### src/rtl/ecc_pkg.sv
// Shared types and constants for the ECC APB initiator: job states, write-sequence steps,
// slave register offsets and CTRL mode encodings.
package ecc_pkg;

    typedef enum logic [2:0] {
        IDLE      = 3'd0,
        SETUP     = 3'd1,
        ACCESS    = 3'd2,
        WAIT_DONE = 3'd3,
        RESP      = 3'd4
    } state_e;

    typedef enum logic [2:0] {
        STEP_DATA  = 3'd0,
        STEP_RDBK  = 3'd1,
        STEP_WIDTH = 3'd2,
        STEP_NOISE = 3'd3,
        STEP_CTRL  = 3'd4
    } step_e;

    localparam logic [7:0] OFF_CTRL    = 8'h00;
    localparam logic [7:0] OFF_DATA_IN = 8'h04;
    localparam logic [7:0] OFF_WIDTH   = 8'h08;
    localparam logic [7:0] OFF_NOISE   = 8'h0C;

    localparam logic [1:0] MODE_ENC = 2'd0;
    localparam logic [1:0] MODE_DEC = 2'd1;
    localparam logic [1:0] MODE_FC  = 2'd2;

    // Full-channel and the reserved mode both carry a NOISE write.
    function automatic logic mode_has_noise(input logic [1:0] mode);
        return (mode >= MODE_FC);
    endfunction

endpackage

### src/rtl/ecc_apb_master_if.sv
// Bundle of the command, APB, slave-result and response signals of the ECC APB initiator.
interface ecc_apb_master_if #(
    parameter int AMBA_WORD       = 32,
    parameter int AMBA_ADDR_WIDTH = 20,
    parameter int DATA_WIDTH      = 32
) ();

    logic                       cmd_valid;
    logic                       cmd_ready;
    logic [1:0]                 cmd_mode;
    logic [1:0]                 cmd_width;
    logic [AMBA_WORD-1:0]       cmd_data;
    logic [AMBA_WORD-1:0]       cmd_noise;

    logic [AMBA_ADDR_WIDTH-1:0] PADDR;
    logic                       PSEL;
    logic                       PENABLE;
    logic                       PWRITE;
    logic [AMBA_WORD-1:0]       PWDATA;
    logic [AMBA_WORD-1:0]       PRDATA;

    logic                       operation_done;
    logic [DATA_WIDTH-1:0]      data_out;
    logic [1:0]                 num_of_errors;

    logic                       rsp_valid;
    logic                       rsp_ready;
    logic [DATA_WIDTH-1:0]      rsp_data;
    logic [1:0]                 rsp_errors;
    logic                       rsp_timeout;
    logic                       rsp_rdbk_err;

    modport master (
        input  cmd_valid, cmd_mode, cmd_width, cmd_data, cmd_noise,
        output cmd_ready,
        output PADDR, PSEL, PENABLE, PWRITE, PWDATA,
        input  PRDATA,
        input  operation_done, data_out, num_of_errors,
        output rsp_valid, rsp_data, rsp_errors, rsp_timeout, rsp_rdbk_err,
        input  rsp_ready
    );

    modport slave (
        output cmd_valid, cmd_mode, cmd_width, cmd_data, cmd_noise,
        input  cmd_ready,
        input  PADDR, PSEL, PENABLE, PWRITE, PWDATA,
        output PRDATA,
        output operation_done, data_out, num_of_errors,
        input  rsp_valid, rsp_data, rsp_errors, rsp_timeout, rsp_rdbk_err,
        output rsp_ready
    );

endinterface

### src/rtl/ecc_apb_master_apb_xfer_seq.sv
// Two-cycle APB SETUP/ACCESS driver; a start pulse loads address/data and opens a transfer,
// and a start during ACCESS chains the next transfer with PSEL held high.
module apb_xfer_seq #(
    parameter int AMBA_WORD       = 32,
    parameter int AMBA_ADDR_WIDTH = 20
) (
    input  logic                       clk,
    input  logic                       rst,
    input  logic                       xfer_start,
    input  logic [AMBA_ADDR_WIDTH-1:0] xfer_addr,
    input  logic [AMBA_WORD-1:0]       xfer_wdata,
    input  logic                       xfer_write,
    output logic                       xfer_done,
    output logic                       psel,
    output logic                       penable,
    output logic                       pwrite,
    output logic [AMBA_ADDR_WIDTH-1:0] paddr,
    output logic [AMBA_WORD-1:0]       pwdata
);

    logic                       psel_r;
    logic                       penable_r;
    logic                       pwrite_r;
    logic [AMBA_ADDR_WIDTH-1:0] paddr_r;
    logic [AMBA_WORD-1:0]       pwdata_r;

    // APB phase registers; address and data hold their last values between transfers
    always_ff @(posedge clk) begin
        if (rst) begin
            psel_r    <= 1'b0;
            penable_r <= 1'b0;
            pwrite_r  <= 1'b0;
            paddr_r   <= {AMBA_ADDR_WIDTH{1'b0}};
            pwdata_r  <= {AMBA_WORD{1'b0}};
        end else if (xfer_start) begin
            psel_r    <= 1'b1;
            penable_r <= 1'b0;
            pwrite_r  <= xfer_write;
            paddr_r   <= xfer_addr;
            pwdata_r  <= xfer_wdata;
        end else if (psel_r && !penable_r) begin
            penable_r <= 1'b1;
        end else begin
            psel_r    <= 1'b0;
            penable_r <= 1'b0;
            pwrite_r  <= 1'b0;
        end
    end

    assign xfer_done = psel_r & penable_r;
    assign psel      = psel_r;
    assign penable   = penable_r;
    assign pwrite    = pwrite_r;
    assign paddr     = paddr_r;
    assign pwdata    = pwdata_r;

endmodule

### src/rtl/ecc_apb_master.sv
// APB initiator running one ECC job per command: register writes, wait for completion, respond.
// Optional DATA_IN readback check enabled by defining ECC_APB_MASTER_READBACK_CHECK_EN.
module ecc_apb_master
    import ecc_pkg::*;
#(
    parameter int AMBA_WORD       = 32,
    parameter int AMBA_ADDR_WIDTH = 20,
    parameter int DATA_WIDTH      = 32,
    parameter int DONE_TIMEOUT    = 64
) (
    input  logic          clk,
    input  logic          rst,
    ecc_apb_master_if.master bus
);

    localparam int CNT_W = $clog2(DONE_TIMEOUT);
    localparam logic [CNT_W-1:0] CNT_LAST = CNT_W'(DONE_TIMEOUT - 1);

    state_e                     state_r, state_next_s;
    step_e                      step_r, step_next_s, nstep_s;
    logic [1:0]                 mode_r, width_r;
    logic [AMBA_WORD-1:0]       data_r, noise_r;
    logic [CNT_W-1:0]           cnt_r;
    logic                       cmd_ready_r, rsp_valid_r, rsp_timeout_r;
    logic [DATA_WIDTH-1:0]      rsp_data_r;
    logic [1:0]                 rsp_errors_r;

    logic                       accept_s, capture_done_s, capture_to_s;
    logic                       xfer_start_s, xfer_write_s, xfer_done_s;
    logic [AMBA_ADDR_WIDTH-1:0] xfer_addr_s, step_addr_s;
    logic [AMBA_WORD-1:0]       xfer_wdata_s, step_wdata_s;
    logic                       step_write_s;
    logic                       psel_s, penable_s, pwrite_s;
    logic [AMBA_ADDR_WIDTH-1:0] paddr_s;
    logic [AMBA_WORD-1:0]       pwdata_s;

    function automatic logic [AMBA_ADDR_WIDTH-1:0] reg_addr(input logic [7:0] off);
        return {{(AMBA_ADDR_WIDTH-8){1'b0}}, off};
    endfunction

    function automatic logic [AMBA_WORD-1:0] zext2(input logic [1:0] v);
        return {{(AMBA_WORD-2){1'b0}}, v};
    endfunction

    // CTRL must stay last: the slave starts the operation when CTRL is written.
    function automatic step_e next_step(input step_e cur, input logic [1:0] mode);
        step_e nxt;
        case (cur)
`ifdef ECC_APB_MASTER_READBACK_CHECK_EN
            STEP_DATA:  nxt = STEP_RDBK;
`else
            STEP_DATA:  nxt = STEP_WIDTH;
`endif
            STEP_RDBK:  nxt = STEP_WIDTH;
            STEP_WIDTH: nxt = mode_has_noise(mode) ? STEP_NOISE : STEP_CTRL;
            STEP_NOISE: nxt = STEP_CTRL;
            default:    nxt = STEP_CTRL;
        endcase
        return nxt;
    endfunction

    assign nstep_s = next_step(step_r, mode_r);

    // Address, data and direction of the step that follows the current one
    always_comb begin
        step_addr_s  = reg_addr(OFF_CTRL);
        step_wdata_s = zext2(mode_r);
        step_write_s = 1'b1;
        case (nstep_s)
            STEP_DATA: begin
                step_addr_s  = reg_addr(OFF_DATA_IN);
                step_wdata_s = data_r;
            end
            STEP_RDBK: begin
                step_addr_s  = reg_addr(OFF_DATA_IN);
                step_wdata_s = data_r;
                step_write_s = 1'b0;
            end
            STEP_WIDTH: begin
                step_addr_s  = reg_addr(OFF_WIDTH);
                step_wdata_s = zext2(width_r);
            end
            STEP_NOISE: begin
                step_addr_s  = reg_addr(OFF_NOISE);
                step_wdata_s = noise_r;
            end
            default: begin
                step_addr_s  = reg_addr(OFF_CTRL);
                step_wdata_s = zext2(mode_r);
            end
        endcase
    end

    // Job FSM next state and per-cycle control strobes
    always_comb begin
        state_next_s   = state_r;
        step_next_s    = step_r;
        accept_s       = 1'b0;
        capture_done_s = 1'b0;
        capture_to_s   = 1'b0;
        xfer_start_s   = 1'b0;
        xfer_addr_s    = step_addr_s;
        xfer_wdata_s   = step_wdata_s;
        xfer_write_s   = step_write_s;
        case (state_r)
            IDLE: begin
                if (bus.cmd_valid && cmd_ready_r) begin
                    accept_s     = 1'b1;
                    xfer_start_s = 1'b1;
                    xfer_addr_s  = reg_addr(OFF_DATA_IN);
                    xfer_wdata_s = bus.cmd_data;
                    xfer_write_s = 1'b1;
                    step_next_s  = STEP_DATA;
                    state_next_s = SETUP;
                end else begin
                    state_next_s = IDLE;
                end
            end
            SETUP: state_next_s = ACCESS;
            ACCESS: begin
                if (!xfer_done_s) begin
                    state_next_s = ACCESS;
                end else if (step_r == STEP_CTRL) begin
                    state_next_s = WAIT_DONE;
                end else begin
                    xfer_start_s = 1'b1;
                    step_next_s  = nstep_s;
                    state_next_s = SETUP;
                end
            end
            WAIT_DONE: begin
                if (bus.operation_done) begin
                    capture_done_s = 1'b1;
                    state_next_s   = RESP;
                end else if (cnt_r == CNT_LAST) begin
                    capture_to_s   = 1'b1;
                    state_next_s   = RESP;
                end else begin
                    state_next_s   = WAIT_DONE;
                end
            end
            RESP: begin
                if (rsp_valid_r && bus.rsp_ready) begin
                    state_next_s = IDLE;
                end else begin
                    state_next_s = RESP;
                end
            end
            default: state_next_s = IDLE;
        endcase
    end

    // State, latched command, timeout counter and registered response/handshake outputs
    always_ff @(posedge clk) begin
        if (rst) begin
            state_r       <= IDLE;
            step_r        <= STEP_DATA;
            mode_r        <= 2'd0;
            width_r       <= 2'd0;
            data_r        <= {AMBA_WORD{1'b0}};
            noise_r       <= {AMBA_WORD{1'b0}};
            cnt_r         <= {CNT_W{1'b0}};
            cmd_ready_r   <= 1'b1;
            rsp_valid_r   <= 1'b0;
            rsp_data_r    <= {DATA_WIDTH{1'b0}};
            rsp_errors_r  <= 2'd0;
            rsp_timeout_r <= 1'b0;
        end else begin
            state_r     <= state_next_s;
            step_r      <= step_next_s;
            cmd_ready_r <= (state_next_s == IDLE);
            rsp_valid_r <= (state_next_s == RESP);
            if (accept_s) begin
                mode_r  <= bus.cmd_mode;
                width_r <= bus.cmd_width;
                data_r  <= bus.cmd_data;
                noise_r <= bus.cmd_noise;
            end
            if (state_r == WAIT_DONE) begin
                cnt_r <= cnt_r + CNT_W'(1);
            end else begin
                cnt_r <= {CNT_W{1'b0}};
            end
            if (capture_done_s) begin
                rsp_data_r    <= bus.data_out;
                rsp_errors_r  <= bus.num_of_errors;
                rsp_timeout_r <= 1'b0;
            end else if (capture_to_s) begin
                rsp_data_r    <= {DATA_WIDTH{1'b0}};
                rsp_errors_r  <= 2'd0;
                rsp_timeout_r <= 1'b1;
            end
        end
    end

`ifdef ECC_APB_MASTER_READBACK_CHECK_EN
    logic rdbk_err_r;

    // Sticky per-job readback mismatch flag, compared in the read ACCESS cycle
    always_ff @(posedge clk) begin
        if (rst) begin
            rdbk_err_r <= 1'b0;
        end else if (accept_s) begin
            rdbk_err_r <= 1'b0;
        end else if (state_r == ACCESS && step_r == STEP_RDBK && bus.PRDATA != data_r) begin
            rdbk_err_r <= 1'b1;
        end
    end

    assign bus.rsp_rdbk_err = rdbk_err_r;
`else
    logic unused_prdata_s;
    assign unused_prdata_s  = ^bus.PRDATA;
    assign bus.rsp_rdbk_err = 1'b0;
`endif

    apb_xfer_seq #(
        .AMBA_WORD      (AMBA_WORD),
        .AMBA_ADDR_WIDTH(AMBA_ADDR_WIDTH)
    ) u_xfer (
        .clk       (clk),
        .rst       (rst),
        .xfer_start(xfer_start_s),
        .xfer_addr (xfer_addr_s),
        .xfer_wdata(xfer_wdata_s),
        .xfer_write(xfer_write_s),
        .xfer_done (xfer_done_s),
        .psel      (psel_s),
        .penable   (penable_s),
        .pwrite    (pwrite_s),
        .paddr     (paddr_s),
        .pwdata    (pwdata_s)
    );

    assign bus.PSEL        = psel_s;
    assign bus.PENABLE     = penable_s;
    assign bus.PWRITE      = pwrite_s;
    assign bus.PADDR       = paddr_s;
    assign bus.PWDATA      = pwdata_s;
    assign bus.cmd_ready   = cmd_ready_r;
    assign bus.rsp_valid   = rsp_valid_r;
    assign bus.rsp_data    = rsp_data_r;
    assign bus.rsp_errors  = rsp_errors_r;
    assign bus.rsp_timeout = rsp_timeout_r;

endmodule

### src/flat_wrapper.sv
// flat-port wrapper written by rule: the top's interface ports become plain ports
module ecc_apb_master_flat import ecc_pkg::*;
#(
    parameter int AMBA_WORD       = 32,
    parameter int AMBA_ADDR_WIDTH = 20,
    parameter int DATA_WIDTH      = 32,
    parameter int DONE_TIMEOUT    = 64
)
  (clk, rst, bus_cmd_valid, bus_cmd_mode, bus_cmd_width, bus_cmd_data, bus_cmd_noise, bus_cmd_ready, bus_PADDR, bus_PSEL, bus_PENABLE, bus_PWRITE, bus_PWDATA, bus_PRDATA, bus_operation_done, bus_data_out, bus_num_of_errors, bus_rsp_valid, bus_rsp_data, bus_rsp_errors, bus_rsp_timeout, bus_rsp_rdbk_err, bus_rsp_ready);
  ecc_apb_master_if #(.AMBA_WORD(AMBA_WORD), .AMBA_ADDR_WIDTH(AMBA_ADDR_WIDTH), .DATA_WIDTH(DATA_WIDTH)) bus_i ();
  input  logic clk;
  input  logic rst;
  input wire logic [$bits(bus_i.cmd_valid)-1:0] bus_cmd_valid;
  input wire logic [$bits(bus_i.cmd_mode)-1:0] bus_cmd_mode;
  input wire logic [$bits(bus_i.cmd_width)-1:0] bus_cmd_width;
  input wire logic [$bits(bus_i.cmd_data)-1:0] bus_cmd_data;
  input wire logic [$bits(bus_i.cmd_noise)-1:0] bus_cmd_noise;
  output wire logic [$bits(bus_i.cmd_ready)-1:0] bus_cmd_ready;
  output wire logic [$bits(bus_i.PADDR)-1:0] bus_PADDR;
  output wire logic [$bits(bus_i.PSEL)-1:0] bus_PSEL;
  output wire logic [$bits(bus_i.PENABLE)-1:0] bus_PENABLE;
  output wire logic [$bits(bus_i.PWRITE)-1:0] bus_PWRITE;
  output wire logic [$bits(bus_i.PWDATA)-1:0] bus_PWDATA;
  input wire logic [$bits(bus_i.PRDATA)-1:0] bus_PRDATA;
  input wire logic [$bits(bus_i.operation_done)-1:0] bus_operation_done;
  input wire logic [$bits(bus_i.data_out)-1:0] bus_data_out;
  input wire logic [$bits(bus_i.num_of_errors)-1:0] bus_num_of_errors;
  output wire logic [$bits(bus_i.rsp_valid)-1:0] bus_rsp_valid;
  output wire logic [$bits(bus_i.rsp_data)-1:0] bus_rsp_data;
  output wire logic [$bits(bus_i.rsp_errors)-1:0] bus_rsp_errors;
  output wire logic [$bits(bus_i.rsp_timeout)-1:0] bus_rsp_timeout;
  output wire logic [$bits(bus_i.rsp_rdbk_err)-1:0] bus_rsp_rdbk_err;
  input wire logic [$bits(bus_i.rsp_ready)-1:0] bus_rsp_ready;
  assign bus_i.cmd_valid = bus_cmd_valid;
  assign bus_i.cmd_mode = bus_cmd_mode;
  assign bus_i.cmd_width = bus_cmd_width;
  assign bus_i.cmd_data = bus_cmd_data;
  assign bus_i.cmd_noise = bus_cmd_noise;
  assign bus_cmd_ready = bus_i.cmd_ready;
  assign bus_PADDR = bus_i.PADDR;
  assign bus_PSEL = bus_i.PSEL;
  assign bus_PENABLE = bus_i.PENABLE;
  assign bus_PWRITE = bus_i.PWRITE;
  assign bus_PWDATA = bus_i.PWDATA;
  assign bus_i.PRDATA = bus_PRDATA;
  assign bus_i.operation_done = bus_operation_done;
  assign bus_i.data_out = bus_data_out;
  assign bus_i.num_of_errors = bus_num_of_errors;
  assign bus_rsp_valid = bus_i.rsp_valid;
  assign bus_rsp_data = bus_i.rsp_data;
  assign bus_rsp_errors = bus_i.rsp_errors;
  assign bus_rsp_timeout = bus_i.rsp_timeout;
  assign bus_rsp_rdbk_err = bus_i.rsp_rdbk_err;
  assign bus_i.rsp_ready = bus_rsp_ready;
  ecc_apb_master #(.AMBA_WORD(AMBA_WORD), .AMBA_ADDR_WIDTH(AMBA_ADDR_WIDTH), .DATA_WIDTH(DATA_WIDTH), .DONE_TIMEOUT(DONE_TIMEOUT)) u_core (.clk(clk), .rst(rst), .bus(bus_i));
endmodule
### config.mk
export PLATFORM = sky130hd
export DESIGN_NAME = ecc_apb_master_flat
export DESIGN_NICKNAME = d
export VERILOG_FILES = /design/src/rtl/ecc_pkg.sv /design/src/rtl/ecc_apb_master_if.sv /design/src/rtl/ecc_apb_master_apb_xfer_seq.sv /design/src/rtl/ecc_apb_master.sv /design/src/flat_wrapper.sv
export SDC_FILE = /design/constraint.sdc
export NUM_CORES = 1
export LEC_CHECK = 0
export ABC_AREA = 1
export CORE_ASPECT_RATIO = 0.75
export CORE_MARGIN = 10
export CORE_UTILIZATION = 44
export CTS_BUF_LIST = sky130_fd_sc_hd__clkbuf_4 sky130_fd_sc_hd__clkbuf_8 sky130_fd_sc_hd__clkbuf_16
export DETAILED_ROUTE_END_ITERATION = 12
export PLACE_DENSITY = 0.85
export SETUP_SLACK_MARGIN = 0.3
export SYNTH_ARGS = -nofsm -noshare
export SYNTH_HDL_FRONTEND = slang
export SYNTH_SLANG_ARGS = --single-unit
### constraint.sdc
create_clock -name clk -period 2.2 [get_ports clk]
set_clock_uncertainty 0.05 [all_clocks]
set_input_delay 0.22 -clock clk [delete_from_list [all_inputs] [get_ports clk]]
set_output_delay 0.22 -clock clk [all_outputs]
set_load 0.01 [all_outputs]
Yosys cells after proc, flatten, opt, wreduce, memory -nomap -nowiden
Index checks and enable logic that the tools add are counted.
{"block": "totals", "inputBits": 139, "word_cells": 93, "output_inout_bits": 93, "register_bits": 172}
{"block": "op_classes", "bitwise": 2, "n_addsub": 1, "magnitude_cmp": 1, "n_eq_ne": 16, "reduce_logical": 16, "muxes": 40}
{"operator": "$mux W32", "count": 4}
{"operator": "$pmux W32 S3", "count": 1}
{"operator": "$mux W3", "count": 8}
{"operator": "$mux W20", "count": 1}
{"operator": "$mux W1", "count": 17}
{"operator": "$eq A3 B2 Y1 const B", "count": 5}
{"operator": "$pmux W3 S5", "count": 1}
{"operator": "$logic_not A3 Y1", "count": 4}
{"operator": "$pmux W3 S2", "count": 2}
{"operator": "$pmux W4 S3", "count": 1}
{"operator": "$reduce_or A2 Y1", "count": 5}
{"operator": "$eq A3 B1 Y1 const B", "count": 3}
{"operator": "$eq A3 B3 Y1 const B", "count": 3}
{"operator": "$add A6 B1 Y6 const B", "count": 1}
{"operator": "$eq A6 B6 Y1 const B", "count": 1}
{"operator": "$mux W2", "count": 3}
{"operator": "$mux W4", "count": 1}
{"operator": "$ne A2 B1 Y1 const B", "count": 2}
{"operator": "$ne A2 B2 Y1 const B", "count": 2}
{"operator": "$reduce_and A4 Y1", "count": 1}
{"operator": "$reduce_bool A2 Y1", "count": 2}
{"operator": "$logic_and A1 B1 Y1", "count": 3}
{"operator": "$ge A2 B2 Y1 const B", "count": 1}
{"operator": "$pmux W1 S2", "count": 1}
{"operator": "3 further kinds", "count": 3}

Longest topological paths before layout
{"block": "logic_depth", "ltp_word": 8, "depth_mapped": 10, "ltp_nobuf": 9}

By module
From an unflattened synthesis, not the netlist that was laid out.
{"block": "hier_totals", "hier_cells": 729, "area_unflattened_um2": 5492.8}
{"mod": "ecc_apb_master", "cells_each": 494, "n_inst": 1, "area_each_um2": 3584.7}
{"mod": "apb_xfer_seq", "cells_each": 235, "n_inst": 1, "area_each_um2": 1908.1}

Worst setup path before layout
No wires, ideal clock.
{"block": "synth_timing", "path_kind": "register to register", "from": "register u_core.cnt_r[0]", "to": "register u_core.rsp_data_r[10], in the netlist u_core.bus.rsp_data[10]", "arrival_time_ns": 1.184, "t_required_ns": 2.018, "stages_incl_launch_ff": 8, "slack_ns": 0.833, "n_path_buf": 1, "setup_time_ns": 0.132, "cell_sequence": "dfxtp_1 ha_1 nand3_1 nor2_1 nand2_2 buf_2 nand3_1 a21oi_1"}
{"block": "synth_between", "elab_chain_len": 5}
{"item": "start, declared", "line_no": "ecc_apb_master.sv:23", "text": "logic [CNT_W-1:0] cnt_r;"}
{"item": "start signal, assigned", "line_no": "ecc_apb_master.sv:162", "text": "cnt_r <= {CNT_W{1'b0}};"}
{"item": "start signal, assigned", "line_no": "ecc_apb_master.sv:180", "text": "cnt_r <= cnt_r + CNT_W'(1);"}
{"item": "start signal, assigned", "line_no": "ecc_apb_master.sv:182", "text": "cnt_r <= {CNT_W{1'b0}};"}
{"item": "$eq A6 B6 Y1", "line_no": "ecc_apb_master.sv:135", "text": "end else if (cnt_r == CNT_LAST) begin"}
{"item": "$mux W1", "line_no": "ecc_apb_master.sv:135"}
{"item": "$mux W1", "line_no": "ecc_apb_master.sv:132", "text": "if (bus.operation_done) begin"}
{"item": "$mux W1", "line_no": "ecc_apb_master.sv:105", "text": "case (state_r)"}
{"item": "$reduce_bool A2 Y1 (no source line)"}
{"item": "end signal, assigned", "line_no": "ecc_apb_master.sv:165", "text": "rsp_data_r <= {DATA_WIDTH{1'b0}};"}
{"item": "end signal, assigned", "line_no": "ecc_apb_master.sv:185", "text": "rsp_data_r <= bus.data_out;"}
{"item": "end signal, assigned", "line_no": "ecc_apb_master.sv:189", "text": "rsp_data_r <= {DATA_WIDTH{1'b0}};"}
{"item": "end, declared", "line_no": "ecc_apb_master.sv:25", "text": "logic [DATA_WIDTH-1:0] rsp_data_r;"}
No other way between the ends.
A chain may end at the register's enable or synchronous reset.

Final worst setup path
{"block": "layout_timing", "from": "register u_core.state_r[0]", "to": "register u_core.u_xfer.pwdata_r[11], in the netlist u_core.u_xfer.pwdata[11]"}
{"block": "layout_between", "elab_chain_len": 2, "elab_cells_between_ends": 4, "cone_classes": "1 x eq/ne; 2 x mux; 1 x reduce/logical"}
{"item": "start, declared", "line_no": "ecc_apb_master.sv:19", "text": "state_e state_r, state_next_s;"}
{"item": "start signal, assigned", "line_no": "ecc_apb_master.sv:169", "text": "state_r <= state_next_s;"}
{"item": "$eq A3 B2 Y1 or $logic_not A3 Y1 (tied branches)", "line_no": "ecc_apb_master.sv:105"}
{"item": "$pmux W1 S2 or $mux W32 (tied branches)", "line_no": "ecc_apb_master.sv:105"}
{"item": "end signal, assigned", "line_no": "ecc_apb_master_apb_xfer_seq.sv:34", "text": "pwdata_r <= {AMBA_WORD{1'b0}};"}
{"item": "end signal, assigned", "line_no": "ecc_apb_master_apb_xfer_seq.sv:40", "text": "pwdata_r <= xfer_wdata;"}
{"item": "end, declared", "line_no": "ecc_apb_master_apb_xfer_seq.sv:25", "text": "logic [AMBA_WORD-1:0] pwdata_r;"}
Parallel ways exist; a longest one is shown, timed or not.

==> summary.txt <==
Cells and area
  – Layout Nets: around 980
  – Layout area overhead: 46.94%
  – Share of cells above drive strength 1: 6.596%
  – Most common cell after layout, fill and taps aside: nand2_1
  – N_diodes: 0
  – Core Util, Final: approximately two thirds
  – Filler cells: 909
  – Post-route cell area: ~7300 um2
  – Most frequent cells in the layout: nand2_1, clkdlybuf4s50_1, dfxtp_1

Clock tree
  – Max Buffers Root-to-Sink: 2
  – Worst skew pair latency: around 0.40 ns
  – Root Buffer: clkbuf_16
  – CTS Hold Bufs: 0
  – Num CTS Buffers: 17
  – Htree depth: 4
  – Clock Sinks: between 100 and 150
  – Clock-pin slew on the worst setup and hold paths: 0.05 ns
  – CTS tree: built

Worst setup path
  – Critical path capture point type: flop
  – Crit path buf inv count: 2
  – Largest incremental delay on the critical path: around 0.35 ns
  – CP Cell Sequence: nor2_1 -> nand2_1 -> inv_1 -> nand2_1 -> nand2_2 -> inv_2 -> o21ai_0 -> nor2_1
  – Worst r2r path cells: 8
  – Crit-path max FO: 24
  – CP Launch Type: flop
  – R2R Path End: u_core.u_xfer.pwdata[11]
  – CP top delay family: simple AND/OR/NAND/NOR gates
  – CP arrival: about 1.9 ns
  – CP max stage cell: dfxtp_1
  – Worst r2r src: u_core.state_r[0]
  – CP required: ~2.4 ns
  – Critical setup path kind: flop to flop
  – R2R Setup Slk: 0.54 ns

Power
  – Int Power: just under 5 mW
  – Sequential power share: 38.7%
  – Comb pwr share: approximately 17%
  – Power Density: around 870 nW/um2
  – P_sw: roughly 1.6 mW
  – Static Leak: ~2.9 nW
  – VDD IR max: ~0.73 mV
  – Switching Fraction: about a quarter
  – Clock power frac: 44.2%

Run
  – Max Cap Viol: 0

Synthesis
  – Synth Area in Adders: 0.2510%
  – Mapped cell area: around 5000 um2
  – Compound-cell area share of the yosys netlist: roughly an eighth
  – Register bit total from synthesis: roughly 120
  – Synth warnings: 0
  – Mapped Cells: roughly 670
  – Avg Cell Area, Syn: between 7 and 8 um2
  – Seq/Total Area, Yosys: about half
  – Largest family of logic cells by synthesized area: simple AND/OR/NAND/NOR gates
  – Post-Synth Simple-Gate Area: between 20% and 30%
  – Post-synthesis mux area share: 0%
  – Unique cell type count in the Yosys netlist: 25
  – Xor/xnor share of the synthesized area: 0%

Timing
  – Final critical-path share of the clock period: between 70% and 80%
  – Final setup viols: 0
  – Max Slew Vio Count: 0
  – Setup TNS Final: 0 ns
  – Peak Freq: around 600 MHz
  – Slew headroom: approximately 44%
  – RSZ-0062 raised after global routing: no
  – Fin crit period: ~1.7 ns
  – Worst Tran Pin Value: around 0.84 ns
  – Final Hold Viols: 0
  – Hold slack final: approximately 0.2 ns

Floorplan
  – Row cnt: 33
  – Starting Density: between 40% and 50%
  – Num ports: 232
  – Die Y: around 110 um
  – Die Area: approximately 16000 um2
  – CORE AREA: between 10000 and 15000 um2
  – Die width: between 100 and 150 um

Run status
  – Outcome: completed

Min path
  – Worst Hold Path EP: u_core.cnt_r[1]
  – Hold depth: 4
  – Hold Startpoint: rst
  – Worst Hold Class: primary input to flop

GRT
  – GRT overflow: 0
  – GRT Util Overall: 17.97%
  – Vias in the first global route: 4493
  – Initial antenna violation count: 1
  – Largest net degree at the start of global routing: 79
  – First-pass GRT wire length: approximately 23000 um

Routing
  – DRC violations left: 0
  – Routed via count: 4736
  – Iter 0 DRT Violations: 285
  – Post-DR wirelength/cell: about 15 um
  – TritonRoute pass-1 iters: 4
  – Via density: roughly 4.8
  – Post-route ant nets: 0
  – Routed wire length: around 14000 um

Placement
  – Number of buffers added on ports: 180
  – DPL Wire Length: between 10000 and 15000 um
  – Final Wtd Congestion: around 0.8
  – Placed cell areas: 6714 um2
[through the flow]
stage	power [mW]	worst slack [ns]	cells
3_3_place_gp	3.586	0.2858	958
2_1_floorplan	3.134	0.8335	689
6_report	6.378	0.5401	989
3_5_place_dp	3.603	0.2501	958
5_1_grt	6.687	0.3157	989
4_1_cts	6.428	0.4959	989
[kinds of logic (layout without fill, tap and decap cells)]
logic type                 after synthesis  in the layout
and+or+nand+nor                        326            326
other                                    1             19
DFF                                    122            122
AOI/OAI and AO/OA                      133            133
buffers and inverters                   88            248
adders and majority gates                1              1
[synthesized netlist by cell type (all sizes together)]
master | n | share of area (%)
ha | 1 | 0.25
or2 | 1 | 0.13
nand2 | 192 | 15
inv | 25 | 1.9
nand3b | 3 | 0.45
a21oi | 83 | 8.3
nor3 | 3 | 0.30
buf | 51 | 7.4
conb | 1 | 0.075
nand3 | 46 | 4.9
nor2 | 78 | 6.0
dfxtp | 122 | 49
o21ai | 50 | 5.0
clkbuf | 12 | 0.90
nor3b | 2 | 0.30
and3 | 1 | 0.13
[per-layer routing]
layer | GRT usage, % | routed length (um) | share of wire, % | vias up
li1 | - | - | - | 2452
met1 | 21.71 | 6280 | 43 | 2146
met2 | 28.20 | 6755 | 47 | 126
met3 | 8.256 | 1276 | 8.8 | 12
met4 | 4.938 | 132 | 0.91 | 0
met5 | 0 | 0 | 0 | -
[power by group through the flow]
stage               Combinational (mW)  Clock [mW]  Sequential, mW
floorplan                        0.585           0            2.55
global placement                  1.08           0            2.51
detailed placement                1.09           0            2.51
CTS                               1.10        2.86            2.47
global route                      1.22        2.98            2.49
finish                            1.09        2.82            2.47
[area by class of cell]
cell class	count	area (um2)	share of cell area [%]
Timing Repair Buffer	192	1903	25.98
Multi-Input combinational cell	479	2101	28.68
Sequential cell	122	2442	33.34
Inverter	25	96.34	1.315
Tap cell	140	175.2	2.392
Clock buffer	23	489.2	6.679
Clock inverter	8	117.6	1.606
[state kept, by name, indices dropped and copies added (netlist names)]
name	cells
u_core.u_xfer.pwrite	1
u_core.u_xfer.pwdata	32
u_core.step_r	3
u_core.noise_r	32
u_core.bus.rsp_valid	1
u_core.bus.rsp_errors	2
u_core.u_xfer.paddr	2
u_core.cnt_r	6
u_core.bus.rsp_timeout	1
u_core.mode_r	2
u_core.bus.cmd_ready	1
u_core.u_xfer.penable	1
u_core.state_r	3
u_core.width_r	2
u_core.u_xfer.psel	1
u_core.bus.rsp_data	32
[tightest hold or removal path, cell delays in order]
cell     delay (ns)
buf_2          0.09
inv_1          0.05
nand2_1        0.19
nor2_1         0.06
[timing repair]
item / 4_1_cts / 5_1_grt
gates resized for setup: 0 / 1
hold endpoints to repair: 0 / 0
buffers inserted: 0 / 0
setup endpoints to repair: 0 / 1
[worst max path at each step]
stage | cells after the start | start | slack [ns] | to
floorplan | 7 | u_core.cnt_r[0] | 0.83 | u_core.bus.rsp_data[10]
global placement | 10 | bus_cmd_valid | 0.29 | u_core.u_xfer.pwrite
detailed placement | 10 | bus_cmd_valid | 0.25 | u_core.u_xfer.pwrite
CTS | 8 | u_core.cnt_r[0] | 0.50 | u_core.bus.rsp_valid
global route | 8 | u_core.state_r[0] | 0.32 | u_core.u_xfer.pwdata[11]
finish | 8 | u_core.state_r[0] | 0.54 | u_core.u_xfer.pwdata[11]
Note: power is estimated with default switching activity, not from simulation.
